`src/rtl/adc_display_filter.sv`:
```
// ---------------------------------------------------------------------------
// adc_display_filter
//
// Samples a free-running 12-bit ADC reading (1 LSB = 1 mV) every SAMPLE_DIV
// clocks. The samples go into a 16-entry circular buffer. A running sum
// gives a 16-sample moving average. Every UPDATE_DIV samples the average is
// converted to four BCD digits with a sequential double-dabble engine, so the
// value can drive a seven-segment display.
//
// Parameters
//   SAMPLE_DIV : clk cycles per ADC capture (2 .. 2^20)
//   UPDATE_DIV : captured samples per display refresh (1 .. 2^16)
//
// Ports
//   clk       : system clock, everything on the rising edge
//   rst_n     : synchronous active-low reset
//   adc_value : current ADC reading in mV
//   avg       : registered 16-sample moving average in mV
//   bcd       : four BCD digits of the last converted average, thousands
//               in [15:12]
//   bcd_valid : one-cycle pulse when bcd is updated
//   busy      : high while a BCD conversion is in progress
// ---------------------------------------------------------------------------
module adc_display_filter #(
    parameter int SAMPLE_DIV = 50000,
    parameter int UPDATE_DIV = 250
) (
    input  logic        clk,
    input  logic        rst_n,
    input  logic [11:0] adc_value,
    output logic [11:0] avg,
    output logic [15:0] bcd,
    output logic        bcd_valid,
    output logic        busy
);

    localparam int SW = (SAMPLE_DIV > 1) ? $clog2(SAMPLE_DIV) : 1;
    localparam int UW = (UPDATE_DIV > 1) ? $clog2(UPDATE_DIV) : 1;
    localparam logic [SW-1:0] SAMPLE_LAST = SW'(SAMPLE_DIV - 1);
    localparam logic [UW-1:0] UPDATE_LAST = UW'(UPDATE_DIV - 1);

    localparam logic [1:0] IDLE  = 2'd0;
    localparam logic [1:0] SHIFT = 2'd1;
    localparam logic [1:0] DONE  = 2'd2;

    logic [SW-1:0] sampleCnt_q, sampleCnt_d;
    logic [UW-1:0] updCnt_q, updCnt_d;
    logic          sampleTick;
    logic          convReq_q, convReq_d;

    logic [11:0]   buffer_q [16];
    logic [3:0]    wrPtr_q, wrPtr_d;
    logic [15:0]   sum_q, sum_d;
    logic [11:0]   avg_q, avg_d;

    logic [1:0]    state_q, state_d;
    logic [11:0]   operand_q, operand_d;
    logic [15:0]   scratch_q, scratch_d;
    logic [15:0]   adjusted;
    logic [3:0]    bitCnt_q, bitCnt_d;
    logic [15:0]   bcd_q, bcd_d;
    logic          bcdValid_q, bcdValid_d;
    logic          busy_q, busy_d;

    // Sample/update dividers and the moving-average datapath.
    // The evicted buffer entry is always part of sum_q, so the subtraction
    // cannot underflow, and 16 * 4095 fits in 16 bits.
    always_comb begin
        sampleTick  = (sampleCnt_q == SAMPLE_LAST);
        sampleCnt_d = sampleTick ? '0 : sampleCnt_q + SW'(1);
        updCnt_d    = updCnt_q;
        convReq_d   = 1'b0;
        wrPtr_d     = wrPtr_q;
        sum_d       = sum_q;
        avg_d       = avg_q;
        if (sampleTick) begin
            updCnt_d  = (updCnt_q == UPDATE_LAST) ? '0 : updCnt_q + UW'(1);
            convReq_d = (updCnt_q == UPDATE_LAST);
            wrPtr_d   = wrPtr_q + 4'd1;
            sum_d     = sum_q - {4'd0, buffer_q[wrPtr_q]} + {4'd0, adc_value};
            avg_d     = sum_d[15:4];
        end
    end

    // Double-dabble conversion FSM. convReq_q is a single-cycle pulse. A
    // request that arrives outside IDLE is therefore simply lost. bitCnt
    // counts down the 12 shift iterations.
    always_comb begin
        state_d    = state_q;
        operand_d  = operand_q;
        scratch_d  = scratch_q;
        bitCnt_d   = bitCnt_q;
        bcd_d      = bcd_q;
        bcdValid_d = 1'b0;
        busy_d     = busy_q;
        adjusted   = scratch_q;
        for (int i = 0; i < 4; i++) begin
            if (scratch_q[i*4 +: 4] >= 4'd5) begin
                adjusted[i*4 +: 4] = scratch_q[i*4 +: 4] + 4'd3;
            end
        end
        case (state_q)
            IDLE: begin
                if (convReq_q) begin
                    state_d   = SHIFT;
                    operand_d = avg_q;
                    scratch_d = '0;
                    bitCnt_d  = 4'd12;
                    busy_d    = 1'b1;
                end
            end
            SHIFT: begin
                {scratch_d, operand_d} = {adjusted, operand_q} << 1;
                bitCnt_d = bitCnt_q - 4'd1;
                if (bitCnt_q == 4'd1) begin
                    state_d = DONE;
                end
            end
            DONE: begin
                bcd_d      = scratch_q;
                bcdValid_d = 1'b1;
                busy_d     = 1'b0;
                state_d    = IDLE;
            end
            default: begin
                state_d = IDLE;
                busy_d  = 1'b0;
            end
        endcase
    end

    always_ff @(posedge clk) begin
        if (!rst_n) begin
            sampleCnt_q <= '0;
            updCnt_q    <= '0;
            convReq_q   <= 1'b0;
            wrPtr_q     <= '0;
            sum_q       <= '0;
            avg_q       <= '0;
            state_q     <= IDLE;
            operand_q   <= '0;
            scratch_q   <= '0;
            bitCnt_q    <= '0;
            bcd_q       <= '0;
            bcdValid_q  <= 1'b0;
            busy_q      <= 1'b0;
            for (int i = 0; i < 16; i++) begin
                buffer_q[i] <= '0;
            end
        end else begin
            sampleCnt_q <= sampleCnt_d;
            updCnt_q    <= updCnt_d;
            convReq_q   <= convReq_d;
            wrPtr_q     <= wrPtr_d;
            sum_q       <= sum_d;
            avg_q       <= avg_d;
            state_q     <= state_d;
            operand_q   <= operand_d;
            scratch_q   <= scratch_d;
            bitCnt_q    <= bitCnt_d;
            bcd_q       <= bcd_d;
            bcdValid_q  <= bcdValid_d;
            busy_q      <= busy_d;
            if (sampleTick) begin
                buffer_q[wrPtr_q] <= adc_value;
            end
        end
    end

    assign avg       = avg_q;
    assign bcd       = bcd_q;
    assign bcd_valid = bcdValid_q;
    assign busy      = busy_q;

endmodule

```
`config.mk`:
```
export PLATFORM = sky130hd
export DESIGN_NAME = adc_display_filter
export DESIGN_NICKNAME = d
export VERILOG_FILES = /design/src/rtl/adc_display_filter.sv
export SDC_FILE = /design/constraint.sdc
export NUM_CORES = 1
export LEC_CHECK = 0
export CORE_MARGIN = 3
export CORE_UTILIZATION = 65
export CTS_CLUSTER_DIAMETER = 200
export DETAILED_ROUTE_END_ITERATION = 8
export GPL_ROUTABILITY_DRIVEN = 0
export PLACE_DENSITY = 0.86
export SLEW_MARGIN = 20
export SYNTH_ARGS = -nofsm -noshare
export SYNTH_HDL_FRONTEND = slang
export SYNTH_SLANG_ARGS = --single-unit
```
`constraint.sdc`:
```
create_clock -name clk -period 9.6 [get_ports clk]
set_clock_uncertainty 0.1 [all_clocks]
set_input_delay 1.44 -clock clk [delete_from_list [all_inputs] [get_ports clk]]
set_output_delay 1.44 -clock clk [all_outputs]
set_load 0.02 [all_outputs]
```
==> results.txt <==
Syn_nets: 1291
Top-area cell type share of the netlist area: 41.8%
Hold Crit Start: bcd[1]
Area grow syn2layout: 10.2%
Clk sinks: 293
CTS Buffer Depth: 3
Fill cells: 1322
Cell leakage power: 0.00498 uW
Sequential element share of the synthesized area: 56.4%
Gr ovfl total: 0
Worst Tran Pin Value: 1.11 ns
Commonest cells post-synth: 245 x nor2_1, 192 x edfxtp_1, 133 x nand2_1
Final setup violation count: 0
First-pass GRT wire length: 52.2 mm
Htree depth: 1
Post-cts sizing count: 0
First-pass DRT Iterations: 6
CP most frequent cell: mux4_2
Tcrit/Tclk final: 51.5%
Row count: 52
Syn. warnings: 0
Critical Path AT: 5.26 ns
Synth area leaders: edfxtp_1 42%, dfxtp_1 15%, mux4_2 9.8%, nor2_1 6.7%, nand2_1 3.6%
Reg2Reg Setup Slack: 4.65 ns
Metal2 WL: 15.8 mm
WHS Path Cells: 2
Total power draw: 2560 uW
Worst-case vdd ir drop: 0.153 mV
Worst Path Class, Setup: reg -> reg
Cell Pwr Density: 168 nW/um2
Vias in the first global route: 9464
Hold endpoint: bcd[1]
Storage element area: 7790 um2
Slowest Stage Delay on Critical Path: 0.97 ns
Setup repair bufs after CTS: 0
Clk_lat worst skew: 0.55 ns
Layout cells sized above 1: 11.3%
Total length of routed wires: 33.0 mm
Netlist cell types: 58
Violation count after the first detailed-route iteration: 1162
Top Layer Used: met4
M1 wire length: 12.1 mm
Inserted Clock Buffers: 29
Initial core utilization: 67.2%
Hold Fails Final Rpt: 0
N_diodes: 0
Startpoint types: register
Worst r2r dst: sum_q[7]
DRC viols: 0
Rel. slew slack: 25.7%
Crit path cell chain: mux4_2 > mux4_2 > fa_1 > inv_1 > ha_1 > and2_1 > a221oi_1 > a21boi_0 > o21a_1 > or3_1 > o311ai_0
Die X-Extent: 152 um
CP delay by family, top: multiplexers
Yosys top cell by area: edfxtp_1
Initial antenna violation count: 0
Hold-fix buffers, CTS: 0
Slew Limit Fails: 0
Multi-input gate area: 5460 um2
Die area: 23000 um2
Number of synthesized flops with an enable pin: 192
Instance count on the critical path: 11
Worst Path Max Fanout: 48
Largest net degree at the start of global routing: 69
# IOs: 44
Status: complete, no violations
Max Cap Viol: 0
Worst-path clk slew: 0.06 ns
Number of port buffers: 43
Worst hold path type: reg -> reg
Yosys reg bits: 293
Bufs and invs on worst path: 1
Synth Instances: 1232
DPL Wire Length: 22.0 mm
Core area: 20600 um2
RSZ-0062 raised after global routing: no
CP endpoint kind: register
Tot GR Track Use: 29.4%
Ys async rst share: 0%
Root buffer cell: clkbuf_16
Commonest register cell after synthesis: edfxtp_1
Worst path required time: 9.91 ns
R2R depth: 11
Nets@finish: 1297
Synthesized area: 13800 um2
CTS tree: yes
F_max: 0.202 GHz
WL/cell: 21.6 um
Tmin final: 4.95 ns
Worst path slowest cell: dfxtp_4
Met3 wire length: 3.78 mm
Avg Synthesized Cell Area: 11.2 um2
Vias per cell: 6.28
Most frequent cell after synthesis: nor2_1
Via count: 9610
Detail Route Antenna Nets: 0
Setup TNS: 0 ns
Die Height: 152 um
worst reg2reg max path, delay by kind of cell (launching register included):
family                   cells  cell delay, ns
flip-flops                   1            0.97
buffers and inverters        1            0.06
AO/OA/AOI/OAI                4            1.07
adder cells (fa/ha/maj)      2            0.89
AND/OR/NAND/NOR              2            0.55
multiplexers                 2            1.18
logic make-up after synthesis:
family	synth area share, %
AO/OA/AOI/OAI	7.26
XOR/XNOR	1.78
adder cells (fa/ha/maj)	4.73
buffers and inverters	4.58
flip-flops	56.4
multiplexers	9.86
AND/OR/NAND/NOR	15.4
power breakdown:
group / total, uW / leakage, uW / internal (uW) / switching [uW]
Clock: 1020 / 0.000412 / 556 / 468
Combinational: 136 / 0.00193 / 50.2 / 86.2
Sequential: 1400 / 0.00264 / 1380 / 15.5
cells in the final DEF, fill, tap and decap left out, types with 4 or more instances in the layout:
cell	netlist	routed
xnor2_1	13	13
dfxtp_1	101	99
nor2_1	245	243
clkbuf_1	52	7
nand4_1	10	10
a31oi_1	4	4
or3_1	8	8
fa_1	12	12
a311oi_1	4	4
nand2_1	133	129
edfxtp_1	192	192
o21ai_0	42	26
mux4_2	60	60
nor2b_1	6	5
nand3_1	22	22
a21o_1	4	4
nand2_2	0	4
o21ai_2	0	12
a21oi_1	60	60
buf_4	12	10
xor2_1	15	15
inv_1	73	72
and3_1	6	6
ha_1	33	33
and2_1	9	9
nor3_1	25	25
nand2b_1	10	10
a211oi_1	6	6
clkbuf_16	0	29
clkinv_2	0	6
o21a_1	10	10
clkdlybuf4s50_1	0	43
a22oi_1	12	12
o21ai_1	0	4
clkinv_1	0	6
layout make-up:
| type | instances | share of cell area [%] |
|---|---|---|
| Clock buffer | 36 | 4.94 |
| Tap cell | 270 | 2.22 |
| Inverter | 73 | 1.80 |
| Sequential cell | 293 | 51.2 |
| Multi-Input combinational cell | 788 | 35.9 |
| Timing Repair Buffer | 53 | 3.32 |
| Clock inverter | 17 | 0.617 |
sequential cells by signal, summed over array words and instances, names as in the netlist, 2 cells and up, named ones only:
signal / cells
operand_q: 12
sampleCnt_q: 16
scratch_q: 16
state_q: 2
bitCnt_q: 4
buffer_q: 192
updCnt_q: 8
wrPtr_q: 4
sum_q: 16
bcd: 16
stage by stage:
step	hold slack (ns)	instances	instance area, um2	utilization [%]	setup slack, ns
3_5_place_dp	0.347	1477	14300	69.6	4.65
4_1_cts	0.355	1530	15200	73.7	4.69
2_1_floorplan	0.326	1232	13800	-	5.28
6_report	0.351	1530	15200	74.0	4.65
5_1_grt	0.369	1530	15200	74.0	4.40
3_3_place_gp	0.339	1477	14300	69.6	4.72
worst max path at each step:
stage	start	endpoint
floorplan	register	sum_q[7]
global placement	rst_n	buffer_q[3][10]
detailed placement	rst_n	buffer_q[0][1]
CTS	register	sum_q[7]
global route	register	sum_q[7]
finish	register	sum_q[7]
layer usage:
| layer | global-route usage, % | up-vias |
|---|---|---|
| met1 | 40.2 | 4570 |
| met4 | 10.9 | 0 |
| met3 | 5.89 | 91 |
| li1 | - | 4349 |
| met2 | 47.3 | 600 |
| met5 | 0 | - |
No activity file was read; power rests on OpenSTA's default activity.
